### src/rtl/dmem_controller.sv
// Multi-cycle controller and two-port arbiter for the single-port data memory.
// Port A is the pipeline MEM stage and port B is the debug/loader port. A
// bounded-starvation counter forces a port B grant after STARVE_MAX
// consecutive port A grants made while port B was waiting.
module dmem_controller #(
  parameter int unsigned LATENCY    = 2,
  parameter int unsigned STARVE_MAX = 4
) (
  input  logic        clk,
  input  logic        rst_n,
  // Port A: pipeline MEM stage
  input  logic        MemReqM,
  input  logic        MemWriteM,
  input  logic [31:0] ALUOutM,
  input  logic [31:0] WriteDataM,
  output logic        StallM,
  output logic [31:0] RDM,
  // Port B: debug / loader
  input  logic        dbg_req,
  input  logic        dbg_we,
  input  logic [31:0] dbg_addr,
  input  logic [31:0] dbg_wdata,
  output logic        dbg_ack,
  output logic [31:0] dbg_rdata,
  // Memory side
  output logic        mem_en,
  output logic        mem_we,
  output logic [31:0] mem_addr,
  output logic [31:0] mem_wdata,
  input  logic [31:0] mem_rdata
);

  localparam int unsigned CntW    = (LATENCY > 1) ? $clog2(LATENCY) : 1;
  localparam int unsigned StarveW = (STARVE_MAX > 0) ? $clog2(STARVE_MAX + 1) : 1;
  localparam logic [CntW-1:0]    CntLast   = CntW'(LATENCY - 1);
  localparam logic [StarveW-1:0] StarveMax = StarveW'(STARVE_MAX);

  typedef enum logic [2:0] {StIdle, StAccA, StAccB, StDoneA, StDoneB} state_e;

  state_e              r_state;
  state_e              w_state_next;
  logic [CntW-1:0]     r_cnt;
  logic [StarveW-1:0]  r_starve;
  logic                w_grant_a;
  logic                w_grant_b;
  logic                w_last;
  logic                w_in_acc;

  logic                r_mem_en;
  logic                r_mem_we;
  logic [31:0]         r_mem_addr;
  logic [31:0]         r_mem_wdata;
  logic [31:0]         r_rdm;
  logic [31:0]         r_dbg_rdata;

  assign w_last   = (r_cnt == CntLast);
  assign w_in_acc = (r_state == StAccA) || (r_state == StAccB);

  // Arbitration (IDLE only) and next-state selection.
  always_comb begin
    w_state_next = r_state;
    w_grant_a    = 1'b0;
    w_grant_b    = 1'b0;
    case (r_state)
      StIdle: begin
        if (MemReqM && dbg_req) begin
          if (r_starve >= StarveMax) w_grant_b = 1'b1;
          else                       w_grant_a = 1'b1;
        end else if (MemReqM) begin
          w_grant_a = 1'b1;
        end else if (dbg_req) begin
          w_grant_b = 1'b1;
        end
        if (w_grant_a)      w_state_next = StAccA;
        else if (w_grant_b) w_state_next = StAccB;
      end
      StAccA:  if (w_last) w_state_next = StDoneA;
      StAccB:  if (w_last) w_state_next = StDoneB;
      StDoneA: w_state_next = StIdle;
      StDoneB: w_state_next = StIdle;
      default: w_state_next = StIdle;
    endcase
  end

  // State register and access-cycle counter.
  always_ff @(posedge clk or negedge rst_n) begin
    if (!rst_n) begin
      r_state <= StIdle;
      r_cnt   <= '0;
    end else begin
      r_state <= w_state_next;
      if (w_in_acc && !w_last) r_cnt <= r_cnt + 1'b1;
      else                     r_cnt <= '0;
    end
  end

  // Starvation counter: counts A grants that bypassed a waiting port B.
  always_ff @(posedge clk or negedge rst_n) begin
    if (!rst_n) begin
      r_starve <= '0;
    end else if (w_grant_a && dbg_req) begin
      if (r_starve < StarveMax) r_starve <= r_starve + 1'b1;
    end else if (w_grant_b || ((r_state == StIdle) && !dbg_req)) begin
      r_starve <= '0;
    end
  end

  // Memory command launch on grant, read-data capture on the last access cycle.
  always_ff @(posedge clk or negedge rst_n) begin
    if (!rst_n) begin
      r_mem_en    <= 1'b0;
      r_mem_we    <= 1'b0;
      r_mem_addr  <= '0;
      r_mem_wdata <= '0;
      r_rdm       <= '0;
      r_dbg_rdata <= '0;
    end else if (w_grant_a) begin
      r_mem_en    <= 1'b1;
      r_mem_we    <= MemWriteM;
      r_mem_addr  <= ALUOutM;
      r_mem_wdata <= WriteDataM;
    end else if (w_grant_b) begin
      r_mem_en    <= 1'b1;
      r_mem_we    <= dbg_we;
      r_mem_addr  <= dbg_addr;
      r_mem_wdata <= dbg_wdata;
    end else if (w_in_acc && w_last) begin
      // Address and write data are left as-is after the access.
      r_mem_en <= 1'b0;
      r_mem_we <= 1'b0;
      if (!r_mem_we) begin
        if (r_state == StAccA) r_rdm       <= mem_rdata;
        else                   r_dbg_rdata <= mem_rdata;
      end
    end
  end

  assign StallM    = MemReqM && (r_state != StDoneA);
  assign dbg_ack   = (r_state == StDoneB);
  assign RDM       = r_rdm;
  assign dbg_rdata = r_dbg_rdata;
  assign mem_en    = r_mem_en;
  assign mem_we    = r_mem_we;
  assign mem_addr  = r_mem_addr;
  assign mem_wdata = r_mem_wdata;

endmodule

### config.mk
export PLATFORM = sky130hd
export DESIGN_NAME = dmem_controller
export DESIGN_NICKNAME = d
export VERILOG_FILES = /design/src/rtl/dmem_controller.sv
export SDC_FILE = /design/constraint.sdc
export NUM_CORES = 1
export LEC_CHECK = 0
export ABC_AREA = 1
export BUFFER_PORTS_ARGS = -buffer_cell sky130_fd_sc_hd__buf_2
export CAP_MARGIN = 20
export CORE_ASPECT_RATIO = 2
export CORE_MARGIN = 4
export CORE_UTILIZATION = 25
export CTS_BUF_LIST = sky130_fd_sc_hd__clkbuf_2 sky130_fd_sc_hd__clkbuf_4 sky130_fd_sc_hd__clkbuf_8
export DETAILED_ROUTE_END_ITERATION = 12
export REMOVE_ABC_BUFFERS = 1
export SETUP_SLACK_MARGIN = 0.4
export SLEW_MARGIN = 25
export SYNTH_ARGS = -nofsm -noshare
export SYNTH_HDL_FRONTEND = slang
export SYNTH_SLANG_ARGS = --single-unit
### constraint.sdc
create_clock -name clk -period 2.7 [get_ports clk]
set_clock_uncertainty 0.2 [all_clocks]
set_input_delay 0.54 -clock clk [delete_from_list [all_inputs] [get_ports clk]]
set_output_delay 0.54 -clock clk [all_outputs]
set_load 0.02 [all_outputs]
### Yosys cells after proc, flatten, opt, wreduce, memory -nomap -nowiden

Cells that the tools add are included.
Widths: inputs -> output; s select.

| word-level totals | value |
|---|---|
| logic and storage cells | 72 |
| flip-flop bits (word level) | 137 |
| input port bits | 166 |
| output and inout bits | 132 |

| operators by class | value |
|---|---|
| bitwise operators | 4 |
| order comparisons | 2 |
| $add $sub $neg | 2 |
| reduce and logical (&&, ||, !) cells | 18 |
| multiplexer cells | 29 |
| equality and inequality tests | 8 |

Operator list:

| operator | number |
|---|---|
| $mux 32 | 4 |
| $mux 3 | 7 |
| $mux 1 | 17 |
| $reduce_and 5->1 | 2 |
| $pmux 3 s3 | 1 |
| $logic_and 1x1->1 | 6 |
| $ne 2x2->1 const B | 2 |
| $not 1->1 | 4 |
| $reduce_bool 2->1 | 2 |
| $add 3x1->3 const B | 1 |
| $eq 3x1->1 const B | 1 |
| $eq 3x2->1 const B | 1 |
| $eq 3x3->1 const B | 1 |
| $ge 3x3->1 const B | 1 |
| $logic_not 3->1 | 1 |
| $lt 3x3->1 const B | 1 |
| $ne 3x1->1 const B | 1 |
| $ne 3x2->1 const B | 1 |
| $reduce_and 3->1 | 1 |
| $reduce_bool 3->1 | 1 |
| $logic_not 1->1 | 2 |
| $logic_or 1x1->1 | 2 |
| $ne 2x1->1 const B | 1 |
| $reduce_and 2->1 | 1 |
| $add 1x1->1 const B | 1 |

### Longest topological paths before layout

Gate-level depths: netlist of the first run.

| logic depth | value |
|---|---|
| depth after elaboration | 8 |
| mapped depth | 10 |
| depth with buffers taken out | 8 |

### Worst setup path before layout of the first run

No wires, ideal clock.

| timing path | value |
|---|---|
| kind | input to register |
| start | input dbg_req |
| end | register r_mem_addr[27] (netlist: mem_addr[27]) |
| library setup time | 124 ps |
| data required time | 2,376 ps |
| slack | 988 ps |
| cell stages on the path | 8 |
| arrival | 1,388 ps |
| buffers on the path | 2 |
| cell sequence | nand2_1 -> nand2_1 -> nor2_8 -> nor2_8 -> buf_6 -> buf_4 -> nand2_1 -> nand3_1 |

| between the ends | value |
|---|---|
| word-level cells in the longest chain between the ends | 6 |
| elaborated cells between the ends (all ways) | 11 |
| those cells by class | mux: 9; reduce/logical: 2 |

RTL lines:

| what | RTL line | source |
|---|---|---|
| from (decl) | 19 | `input logic dbg_req,` |
| $mux 1 | 71 | `end else if (dbg_req) begin` |
| $mux 1 | 69 | `end else if (MemReqM) begin` |
| $mux 1 | 66 | `if (MemReqM && dbg_req) begin` |
| $mux 1 (2 in a row) | 64 | `case (r_state)` |
| $reduce_bool 2->1 (no line) | n/a |  |
| to (signal assigned) | 120 | `r_mem_addr <= ALUOutM;` |
| to (signal assigned) | 125 | `r_mem_addr <= dbg_addr;` |
| to (decl) | 51 | `logic [31:0] r_mem_addr;` |

Several ways; a longest one is shown, not always the timed one. The select of a mux whose other input is x is not followed.
A chain may end at the register's enable or synchronous reset.

### Worst setup path after layout of the first run

| timing path | value |
|---|---|
| start | register r_state[1] |
| end | register r_mem_wdata[1] (netlist: mem_wdata[1]) |

| between the ends | value |
|---|---|
| word-level cells in the longest chain between the ends | 3 |
| elaborated cells between the ends (all ways) | 5 |
| those cells by class | mux: 3; reduce/logical: 2 |

RTL lines:

| what | RTL line | source |
|---|---|---|
| from (decl) | 40 | `state_e r_state;` |
| from (signal assigned) | 88 | `r_state <= StIdle;` |
| from (signal assigned) | 91 | `r_state <= w_state_next;` |
| $logic_not 3->1 (*) | 64 |  |
| $mux 1 | 64 |  |
| $mux 32 / $reduce_bool 2->1 (equally long branches) | n/a |  |
| to (signal assigned) | 121 | `r_mem_wdata <= WriteDataM;` |
| to (signal assigned) | 126 | `r_mem_wdata <= dbg_wdata;` |
| to (decl) | 52 | `logic [31:0] r_mem_wdata;` |

Every way passes the cells marked *; elsewhere a longest branch is shown, timed or not.

==> summary.txt, run 1 <==
Vias in the first global route: 5882
Max-cap check violation count: 0
Count of final hold-check violations: 0
Num rows: 79
Crit-path max cell delay: 0.46 ns
Crit path launch type: flop
Power, Total: 0.0102 W
Critical-path cell list: nor2_4 > nand2_4 > nor2_8 > buf_6 > a21oi_1 > o21ai_0
Post-CTS setup buffer count: 0
Yosys cell types: 26
Post-Synthesis Cells: 682
Die width: 117 um
Vias per inst: 4.52
Most area-hungry cell type in the Yosys netlist: dfrtp_1
Initial drt markers: 359
Register bit total from synthesis: 137
Critical Path RT: 2.90 ns
Hold_ws: 0.0867 ns
Fin crit period: 2.16 ns
Final WS setup: 0.542 ns
Sw frac: 0.467
Root buf cell: clkbuf_8
CTS tree: yes
Largest cells by area after synthesis: dfrtp_1, nand2_1, a21oi_1
Post-route clock period utilization: 0.799
Residual DRC: 0
DP Wirelength: 15000 um
Pre-antenna DRT Iters: 5
Nets@finish: 1133
Number of CTS-inserted buffers: 17
Clock latency at the later pin of the worst-skew pair: 0.46 ns
Critical Path AT: 2.35 ns
Boundary Pins: 298
Area share of and/or/nand/nor cells after synthesis: 0.217
Core area: 0.0233 mm^2
Final setup TNS: 0 ns
Lkg Pwr: 4.38 nW
Post-synthesis compound-gate area fraction: 0.135
Initial antenna violation count: 1
Worst hold path type: input pin to flop
Gpl congestion: 0.838
Worst rel slew slack: 0.563
CP Max Fanout: 65
Ys Warns: 0
Fin util: 0.346
XOR/XNOR Fraction of Synth Area: 0.00148
Sw power: 0.00474 W
Slowest cell on crit path: buf_6
Seq/Total Area, Yosys: 0.578
Die ar.: 0.0264 mm^2
Avg Cell Area, Syn: 8.69 um^2
Sequential power share: 0.355
GRT overflow: 0
H-tree depth: 4
Antenna viol nets, final: 0
Layout cells sized above 1: 0.356
Mux cell area share after synthesis: 0
Setup violators final: 0
RSZ-0062 raised after global routing: no
WL final: 20300 um
Worst slew pin tran: 0.654 ns
GRT Overall Usage: 0.156
Combinational share of power: 0.481
Internal power consumption: 0.00541 W
Yosys top cell area share: 0.578
Max frequency: 463 MHz
Vias: 5708
Status: finished clean
Overall die height: 226 um
Slew Viols, Final: 0
Clk buf depth: 2
Clk sinks: 137
Main combinational cell family by area after synthesis: simple AND/OR/NAND/NOR gates
Post-Syn Area: 0.00593 mm^2
Fraction of the mapped netlist area in adder cells: 0.00211
First-pass GRT wire length: 31400 um
Worst vdd ir: 0.386 mV
Pre-CTS WS: -0.0664 ns
Clk slew on worst S/H paths: 0.09 ns
Crit path kind: flop to flop
Clock network power share: 0.164
Port Buffers: 297
DR WL/cell: 16.1 um
PwrDens: 1260 mW/mm^2
Starting Density: 0.254
CP Capture Type: flop
Largest net degree at the start of global routing: 68
Syn-to-layout area delta: 36.3%
[flip-flops by register name (all words and copies together) (netlist names)]
signal     flops
mem_we         1
mem_en         1
dbg_rdata     32
mem_addr      32
r_starve       3
r_state        3
mem_wdata     32
r_cnt          1
RDM           32
[synth_stat cells, drive strengths merged]
library cell,instances
nand2,189
dfrtp,137
o21ai,94
nor2,66
a21oi,62
inv,40
nand4,34
buf,26
clkbuf,19
nand3,8
o22ai,2
a31oi,1
clkinv,1
ha,1
nor3,1
xnor2,1
[final timing paths]
path                            endpoint  cells past startpoint  slack [ns]           from
hold reg to reg            dbg_rdata[12]                      2        0.27  dbg_rdata[12]
min in group asynchronous        RDM[19]                      2        0.38          rst_n
setup reg to reg            mem_wdata[1]                      6        0.54     r_state[1]
setup / recovery            mem_wdata[1]                      6        0.54     r_state[1]
max in group asynchronous  dbg_rdata[25]                      3        1.32          rst_n
hold / removal              mem_addr[30]                      3        0.09   dbg_addr[30]
[cell usage in the layout (no fill, tap or decap)]
cell type        n
ha_1             1
clkbuf_8        20
nand3_1          7
nand3_2          1
nor3_1           1
buf_6            4
clkinvlp_4       3
clkinv_4         3
diode_2          1
o22ai_1          2
a21oi_1         62
nor2_1          61
xnor2_1          1
inv_2            1
inv_6            3
clkinv_1         1
nand2_4          1
buf_12           3
nor2_2           1
dfrtp_1        137
bufinv_16        1
o21ai_1         46
buf_2          296
nand4_1         34
buf_4            5
a31oi_1          1
nand2_1        188
clkinv_2         2
inv_1           39
nor2_4           2
nor2_8           3
o21ai_0         48
dlygate4sd3_1    1
[kinds of logic after synthesis]
kind of cell,after synthesis
flops,137
simple gates,298
fa+ha+maj,1
compound gates,159
buf+inv,86
xor+xnor,1
[stage by stage]
step	cell area, um^2	std cells
2_1_floorplan	5690	637
3_3_place_gp	7660	1228
3_5_place_dp	7660	1228
4_1_cts	8070	1262
5_1_grt	8080	1263
6_report	8080	1263
[layer usage]
metal	GRT usage	share of wire	vias up	wire length (um)
li1	-	-	2807	-
met1	0.163	0.36	2649	7300
met2	0.284	0.55	218	11300
met3	0.0434	0.055	34	1120
met4	0.0707	0.032	0	644
met5	0	0	-	0
[worst max-delay path: cells and delay by family, from the launching register on]
kind                   cells  cell delay, ns
and+or+nand+nor            3            0.54
buffers and inverters      1            0.46
AOI/OAI and AO/OA          2            0.41
DFF                        1            0.44
[what timing repair did]
action	4_1_cts	5_1_grt
hold buffers	1	0
endpoints found under the setup margin	50	56
pin swaps	1	0
endpoints found under the hold margin	43	0
cloned	1	0
resized for setup	1	2
[power groups by stage]
| stage | sequential (W) | combinational, W | clock, W |
|---|---|---|---|
| 3_5_place_dp | 0.00362 | 0.00494 | 0 |
| 3_3_place_gp | 0.00363 | 0.00484 | 0 |
| 5_1_grt | 0.00373 | 0.00540 | 0.00184 |
| 6_report | 0.00360 | 0.00488 | 0.00167 |
| 4_1_cts | 0.00361 | 0.00496 | 0.00175 |
| 2_1_floorplan | 0.00481 | 0.00176 | 0 |
[cell type report]
cell class              count  area (um^2)
fillers                  2529        15200
multi-input cells         460         2120
diodes                      1         2.50
flip-flops and latches    137         3430
clock buffers              20          275
well taps                 283          354
repair buffers            309         1630
clock inverters            12          115
inverters                  41          154
No activity file was read; power rests on OpenSTA's default activity.
==> inputs of run 2 (changes only) <==
- clock period: 2.7 -> 1.9 ns (I/O delays scaled with it)
==> summary.txt, run 2 (synthesis results as in run 1) <==
Vias per inst: 4.86 (was 4.52)
Layout cells sized above 1: 0.429 (was 0.356)
Failing checks: negative setup slack
Critical path depth in cells: 11 (was 6)
Post-route clock period utilization: 1.05 (was 0.799)
Worst slew pin tran: 0.475 ns (was 0.654 ns)
Sequential power share: 0.269 (was 0.355)
Clk slew on worst S/H paths: 0.08 ns (was 0.09 ns)
Vias: 7561 (was 5708)
Clk buf depth: 2 (unchanged)
CP Capture Type: flop (unchanged)
CP dominant cell by count: buf_12
Slew Viols, Final: 0 (unchanged)
Crit path kind: flop to flop (unchanged)
Worst hold path type: input pin to asynchronous set/reset pin (was input pin to flop)
Boundary Pins: 298 (unchanged)
Die width: 117 um (unchanged)
Clock network power share: 0.112 (was 0.164)
Critical Path AT: 2.18 ns (was 2.35 ns)
Final setup TNS: -2.03 ns (was 0 ns)
RSZ-0062 raised after global routing: yes (was no)
Fin crit period: 2.00 ns (was 2.16 ns)
Max frequency: 499 MHz (was 463 MHz)
Sw frac: 0.422 (was 0.467)
Core area: 0.0233 mm^2 (unchanged)
DP Area: 0.00782 mm^2 (was 0.00766 mm^2)
Combinational share of power: 0.620 (was 0.481)
Root buf cell: clkbuf_8 (unchanged)
Fin area: 0.0125 mm^2 (was 0.00808 mm^2)
Syn-to-layout area delta: 111% (was 36.3%)
Worst rel slew slack: 0.683 (was 0.563)
Delay-heaviest family, CP: buffers and inverters (was simple AND/OR/NAND/NOR gates)
CP bufs+invs: 5 (was 1)
Num rows: 79 (unchanged)
Area of the multi-input gates: 0.00239 mm^2 (was 0.00212 mm^2)
Residual DRC: 0 (unchanged)
Largest net degree at the start of global routing: 65 (was 68)
WL final: 32200 um (was 20300 um)
Overall die height: 226 um (unchanged)
Slowest cell on crit path: dfrtp_1 (was buf_6)
DP Wirelength: 15400 um (was 15000 um)
Initial drt markers: 416 (was 359)
Most common cell after layout, fill and taps aside: buf_2 (unchanged)
PwrDens: 1660 mW/mm^2 (was 1260 mW/mm^2)
Count of final hold-check violations: 0 (unchanged)
Final WS setup: -0.103 ns (was 0.542 ns)
GRT Overall Usage: 0.219 (was 0.156)
Gpl congestion: 0.809 (was 0.838)
Antenna viol nets, final: 0 (unchanged)
R2R cell count: 11 (was 6)
Reg2reg setup slack: -0.10 ns (was 0.54 ns)
CP Max Fanout: 6 (was 65)
First-pass GRT wire length: 43100 um (was 31400 um)
Storage cell area: 0.00343 mm^2 (about the same)
DR WL/cell: 20.7 um (was 16.1 um)
Number of CTS-inserted buffers: 17 (unchanged)
Crit path launch type: flop (unchanged)
Lkg Pwr: 6.29 nW (was 4.38 nW)
Pre-antenna DRT Iters: 5 (unchanged)
Port Buffers: 297 (unchanged)
Crit-path max cell delay: 0.41 ns (was 0.46 ns)
GRT overflow: 0 (unchanged)
Nets@finish: 1422 (was 1133)
Max-cap check violation count: 0 (unchanged)
Starting Density: 0.254 (unchanged)
Crit path from: r_state[2] (was r_state[1])
Reg2reg start: r_state[2] (was r_state[1])
Worst vdd ir: 0.898 mV (was 0.386 mV)
Crit path to: mem_addr[13] (was mem_wdata[1])
Vias in the first global route: 7840 (was 5882)
Fill cells: 1885 (was 2529)
Clk sinks: 137 (unchanged)
Most frequent cells in the layout: buf_2, dlygate4sd3_1, nand2_1 (was buf_2, nand2_1, dfrtp_1)
Critical Path RT: 2.08 ns (was 2.90 ns)
H-tree depth: 4 (unchanged)
Internal power consumption: 0.0120 W (was 0.00541 W)
Setup violators final: 79 (was 0)
Worst reg2reg endpoint: mem_addr[13] (was mem_wdata[1])
CTS tree: yes (unchanged)
Critical-path cell list: buf_6 > nor2_4 > nand2_8 > nor2_8 > buf_12 > nor2_8 > buf_12 > buf_12 > clkbuf_16 > nand2_1 > o21ai_1 (was nor2_4 > nand2_4 > nor2_8 > buf_6 > a21oi_1 > o21ai_0)
Initial antenna violation count: 1 (unchanged)
Status: finished with violations (was finished clean)
Sw power: 0.00877 W (was 0.00474 W)
Clock latency at the later pin of the worst-skew pair: 0.49 ns (was 0.46 ns)
Die ar.: 0.0264 mm^2 (unchanged)
## run 2: cell count changes in the layout (fill, tap and decap cells not counted), sizes merged
cell / change
bufbuf: +4
clkinvlp: +1
clkbuf: +6
buf: +116
dlygate4sd3: +163
clkinv: +3
diode: +3
nor2: -1
inv: -3
## run 2: power groups by stage
stage / sequential, W / clock, W / combinational [W]
6_report: 0.00558 / 0.00232 / 0.0129
5_1_grt: 0.00570 / 0.00250 / 0.0137
4_1_cts: 0.00538 / 0.00239 / 0.0108
3_5_place_dp: 0.00516 / 0 / 0.00717
3_3_place_gp: 0.00517 / 0 / 0.00704
2_1_floorplan: 0.00684 / 0 / 0.00251
## run 2: area by class of cell
type	count	area share
well taps	283	0.0283
flip-flops and latches	137	0.274
clock buffers	19	0.0209
repair buffers	599	0.464
clock inverters	13	0.00830
diodes	4	0.000800
inverters	41	0.0129
multi-input cells	459	0.191
## run 2: stage by stage
step                      utilization  setup WS, ns  hold WS, ns  total power [W]  std cells
after floorplan                     -        -0.973       -0.116          0.00935        637
after global placement          0.335        0.0831        0.151           0.0122       1236
after detailed placement        0.335        0.0198        0.152           0.0123       1236
after CTS                       0.491       -0.0479        0.174           0.0185       1496
after global routing            0.536        -0.126        0.186           0.0219       1552
final                           0.537        -0.103        0.195           0.0208       1555
## run 2: worst min path at each step
stage / start / to / slack (ns) / cells after the start
6_report: rst_n / RDM[0] / 0.20 / 2
5_1_grt: rst_n / RDM[5] / 0.19 / 2
4_1_cts: rst_n / RDM[5] / 0.17 / 2
3_5_place_dp: rst_n / RDM[0] / 0.15 / 1
3_3_place_gp: rst_n / RDM[0] / 0.15 / 1
2_1_floorplan: rst_n / RDM[0] / -0.12 / 0
## run 2: per-layer routing
metal	vias up	routed length (um)	track usage
met2	422	17800	0.397
met4	0	2120	0.144
met3	154	2050	0.0558
li1	3393	-	-
met5	-	0	0
met1	3592	10200	0.213
## run 2: timing repair
item	CTS	global route
pin swaps	12	11
hold buffers	164	0
endpoints found under the hold margin	269	0
gates cloned	17	9
setup endpoints to repair	266	269
setup buffers	47	46
resized for setup	258	163
==> inputs of run 3 (changes only) <==
- ABC_AREA: 1 -> 0
==> summary.txt, run 3 <==
Status: finished with violations (unchanged)
Failing checks: negative setup slack (unchanged)
Slew Viols, Final: 0 (unchanged)
R2R cell count: 5 (was 11)
Hold_ws: 0.0783 ns (was 0.195 ns)
Worst hold path type: input pin to flop (was input pin to asynchronous set/reset pin)
CP Capture Type: flop (unchanged)
Yosys top cell area share: 0.541 (was 0.578)
DR WL/cell: 20.6 um (was 20.7 um)
Hold depth: 3
Yosys cell types: 34 (was 26)
Internal power consumption: 0.0117 W (was 0.0120 W)
Port Buffers: 297 (unchanged)
Worst slew pin tran: 0.324 ns (was 0.475 ns)
H-tree depth: 4 (unchanged)
WL final: 29000 um (was 32200 um)
Worst rel slew slack: 0.784 (was 0.683)
Layout cells sized above 1: 0.495 (was 0.429)
Clk buf depth: 2 (unchanged)
Register bit total from synthesis: 137 (unchanged)
Largest net degree at the start of global routing: 66 (was 65)
Num rows: 82 (was 79)
Reg2reg setup slack: -0.1 ns (was -0.10 ns)
Reg2reg start: r_state[2] (unchanged)
Combinational share of power: 0.581 (was 0.620)
Pre-antenna DRT Iters: 5 (unchanged)
Hold EP: mem_we
Overall die height: 233 um (was 226 um)
Worst vdd ir: 0.862 mV (was 0.898 mV)
Sw power: 0.00796 W (was 0.00877 W)
Seq/Total Area, Yosys: 0.541 (was 0.578)
Antenna viol nets, final: 0 (unchanged)
Most common cell after layout, fill and taps aside: buf_2 (unchanged)
Syn-to-layout area delta: 87.4% (was 111%)
Largest cells by area after synthesis: dfrtp_1, mux2_2, o31ai_1 (was dfrtp_1, nand2_1, a21oi_1)
Routed wl met3: 1880 um (was 2050 um)
Area of the multi-input gates: 0.00285 mm^2 (was 0.00239 mm^2)
Fill cells: 2235 (was 1885)
Clk sinks: 137 (unchanged)
Routed wl met2: 15800 um (was 17800 um)
Post-Synthesis Cells: 562 (was 682)
Clock network power share: 0.141 (was 0.112)
Die ar.: 0.0281 mm^2 (was 0.0264 mm^2)
Clk slew on worst S/H paths: 0.09 ns (was 0.08 ns)
DR top layer: met4 (unchanged)
Clock latency at the later pin of the worst-skew pair: 0.47 ns (was 0.49 ns)
Ys Warns: 0 (unchanged)
Vias in the first global route: 7473 (was 7840)
Root buf cell: clkbuf_8 (unchanged)
Sw frac: 0.406 (was 0.422)
Initial antenna violation count: 1 (unchanged)
PwrDens: 1650 mW/mm^2 (was 1660 mW/mm^2)
DP Wirelength: 17200 um (was 15400 um)
Final Non-Filler Cells: 1410 (was 1555)
Fin crit period: 2.00 ns (about the same)
Vias per inst: 5.11 (was 4.86)
Final setup TNS: -1.68 ns (was -2.03 ns)
Nets@finish: 1227 (was 1422)
Worst reg2reg endpoint: mem_wdata[9] (was mem_addr[13])
Residual DRC: 0 (unchanged)
EDFF count, synth: 0 (unchanged)
Max frequency: 501 MHz (was 499 MHz)
Gpl congestion: 0.793 (was 0.809)
Fin util: 0.474 (was 0.537)
Post-route clock period utilization: 1.05 (about the same)
Core area: 0.0250 mm^2 (was 0.0233 mm^2)
Sequential power share: 0.278 (was 0.269)
Lkg Pwr: 5.25 nW (was 6.29 nW)
Setup violators final: 55 (was 79)
Number of CTS-inserted buffers: 17 (unchanged)
WL met1: 10000 um (was 10200 um)
Boundary Pins: 298 (unchanged)
Initial drt markers: 453 (was 416)
Storage cell area: 0.00343 mm^2 (about the same)
First-pass GRT wire length: 42000 um (was 43100 um)
Hold_sp: MemWriteM
Crit path kind: flop to flop (unchanged)
Critical Path AT: 2.15 ns (was 2.18 ns)
CTS tree: yes (unchanged)
Max-cap check violation count: 0 (unchanged)
Power, Total: 0.0196 W (was 0.0208 W)
CP Max Fanout: 33 (was 6)
Vias: 7204 (was 7561)
Primary FF master, synth: dfrtp_1 (unchanged)
RSZ-0062 raised after global routing: yes (unchanged)
GRT Overall Usage: 0.195 (was 0.219)
Top-count cell post-synth: dfrtp_1 (was nand2_1)
Starting Density: 0.253 (was 0.254)
Final WS setup: -0.0971 ns (was -0.103 ns)
GRT overflow: 0 (unchanged)
Crit path launch type: flop (unchanged)
Most frequent cells in the layout: buf_2, dlygate4sd3_1, dfrtp_1 (was buf_2, dlygate4sd3_1, nand2_1)
Crit path from: r_state[2] (unchanged)
Placed cell count: 1168 (was 1236)
Avg Cell Area, Syn: 11.3 um^2 (was 8.69 um^2)
Most instantiated cells after synthesis: dfrtp_1, mux2_2, nor3_1, o31ai_1, a31oi_1 (was nand2_1, dfrtp_1, a21oi_1, nor2_1, o21ai_0)
Count of final hold-check violations: 0 (unchanged)
Most area-hungry cell type in the Yosys netlist: dfrtp_1 (unchanged)
Die width: 121 um (was 117 um)
Post-Syn Area: 0.00634 mm^2 (was 0.00593 mm^2)
Critical Path RT: 2.06 ns (was 2.08 ns)
Asr flop ratio synth: 1.00 (unchanged)
run 3: kinds of logic (layout without fill, tap and decap cells):
logic type | count (synthesis) | in the layout | share of synthesized area
buffers and inverters | 75 | 586 | 0.0576
xor gates and xnor gates | 1 | 1 | 0.00138
DFF | 137 | 137 | 0.541
adders and majority gates | 1 | 1 | 0.00197
and+or+nand+nor | 143 | 143 | 0.127
other | 0 | 1 | 0
muxes | 65 | 65 | 0.115
AOI/OAI and AO/OA | 140 | 140 | 0.156
run 3: timing repair:
item                       in CTS  in global routing
setup endpoints to repair     265                265
pin swaps                       8                  8
buffers inserted                8                 30
gates resized for setup        84                145
hold endpoints to repair      265                  0
hold buffers                  161                  0
cloned                          8                  2
run 3: worst max path at each step:
stage / end / slack (ns) / cells after the start
after floorplan: mem_addr[0] / -2.51 / 3
after global placement: mem_addr[27] / 0.09 / 4
after detailed placement: mem_addr[3] / 0.04 / 4
after CTS: StallM / -0.09 / 4
after global routing: mem_wdata[9] / -0.22 / 5
final: mem_wdata[9] / -0.1 / 5
run 3: routing by layer:
| metal | global-route usage | up-vias |
|---|---|---|
| met5 | 0 | - |
| met4 | 0.109 | 0 |
| met3 | 0.0477 | 86 |
| met2 | 0.349 | 414 |
| met1 | 0.206 | 3519 |
| li1 | - | 3185 |
run 3: power by group through the flow:
stage	Combinational, W	Clock (W)	Sequential (W)
4_1_cts	0.00973	0.00284	0.00528
6_report	0.0114	0.00276	0.00547
3_5_place_dp	0.00809	0	0.00525
3_3_place_gp	0.00795	0	0.00524
2_1_floorplan	0.00262	0	0.00696
5_1_grt	0.0121	0.00298	0.00561
run 3: layout make-up:
cell class | instances | share of cell area
Sequential cell | 137 | 0.289
Multi-Input combinational cell | 350 | 0.240
Antenna cell | 1 | 0.000211
Clock inverter | 7 | 0.0116
Tap cell | 336 | 0.0354
Inverter | 4 | 0.00126
Clock buffer | 25 | 0.0269
Timing Repair Buffer | 550 | 0.396
run 3: critical path, stage by stage, from the launching register on:
cell	delay, ns
dfrtp_1	0.40
buf_4	0.15
or3_4	0.45
buf_16	0.22
o31ai_1	0.31
a31oi_1	0.12
run 3: stage by stage:
step           worst slack, ns  instance area, um^2
3_3_place_gp            0.0896                 8450
3_5_place_dp            0.0351                 8450
5_1_grt                 -0.222                11900
4_1_cts                -0.0944                11100
2_1_floorplan            -2.51                 5990
6_report               -0.0971                11900
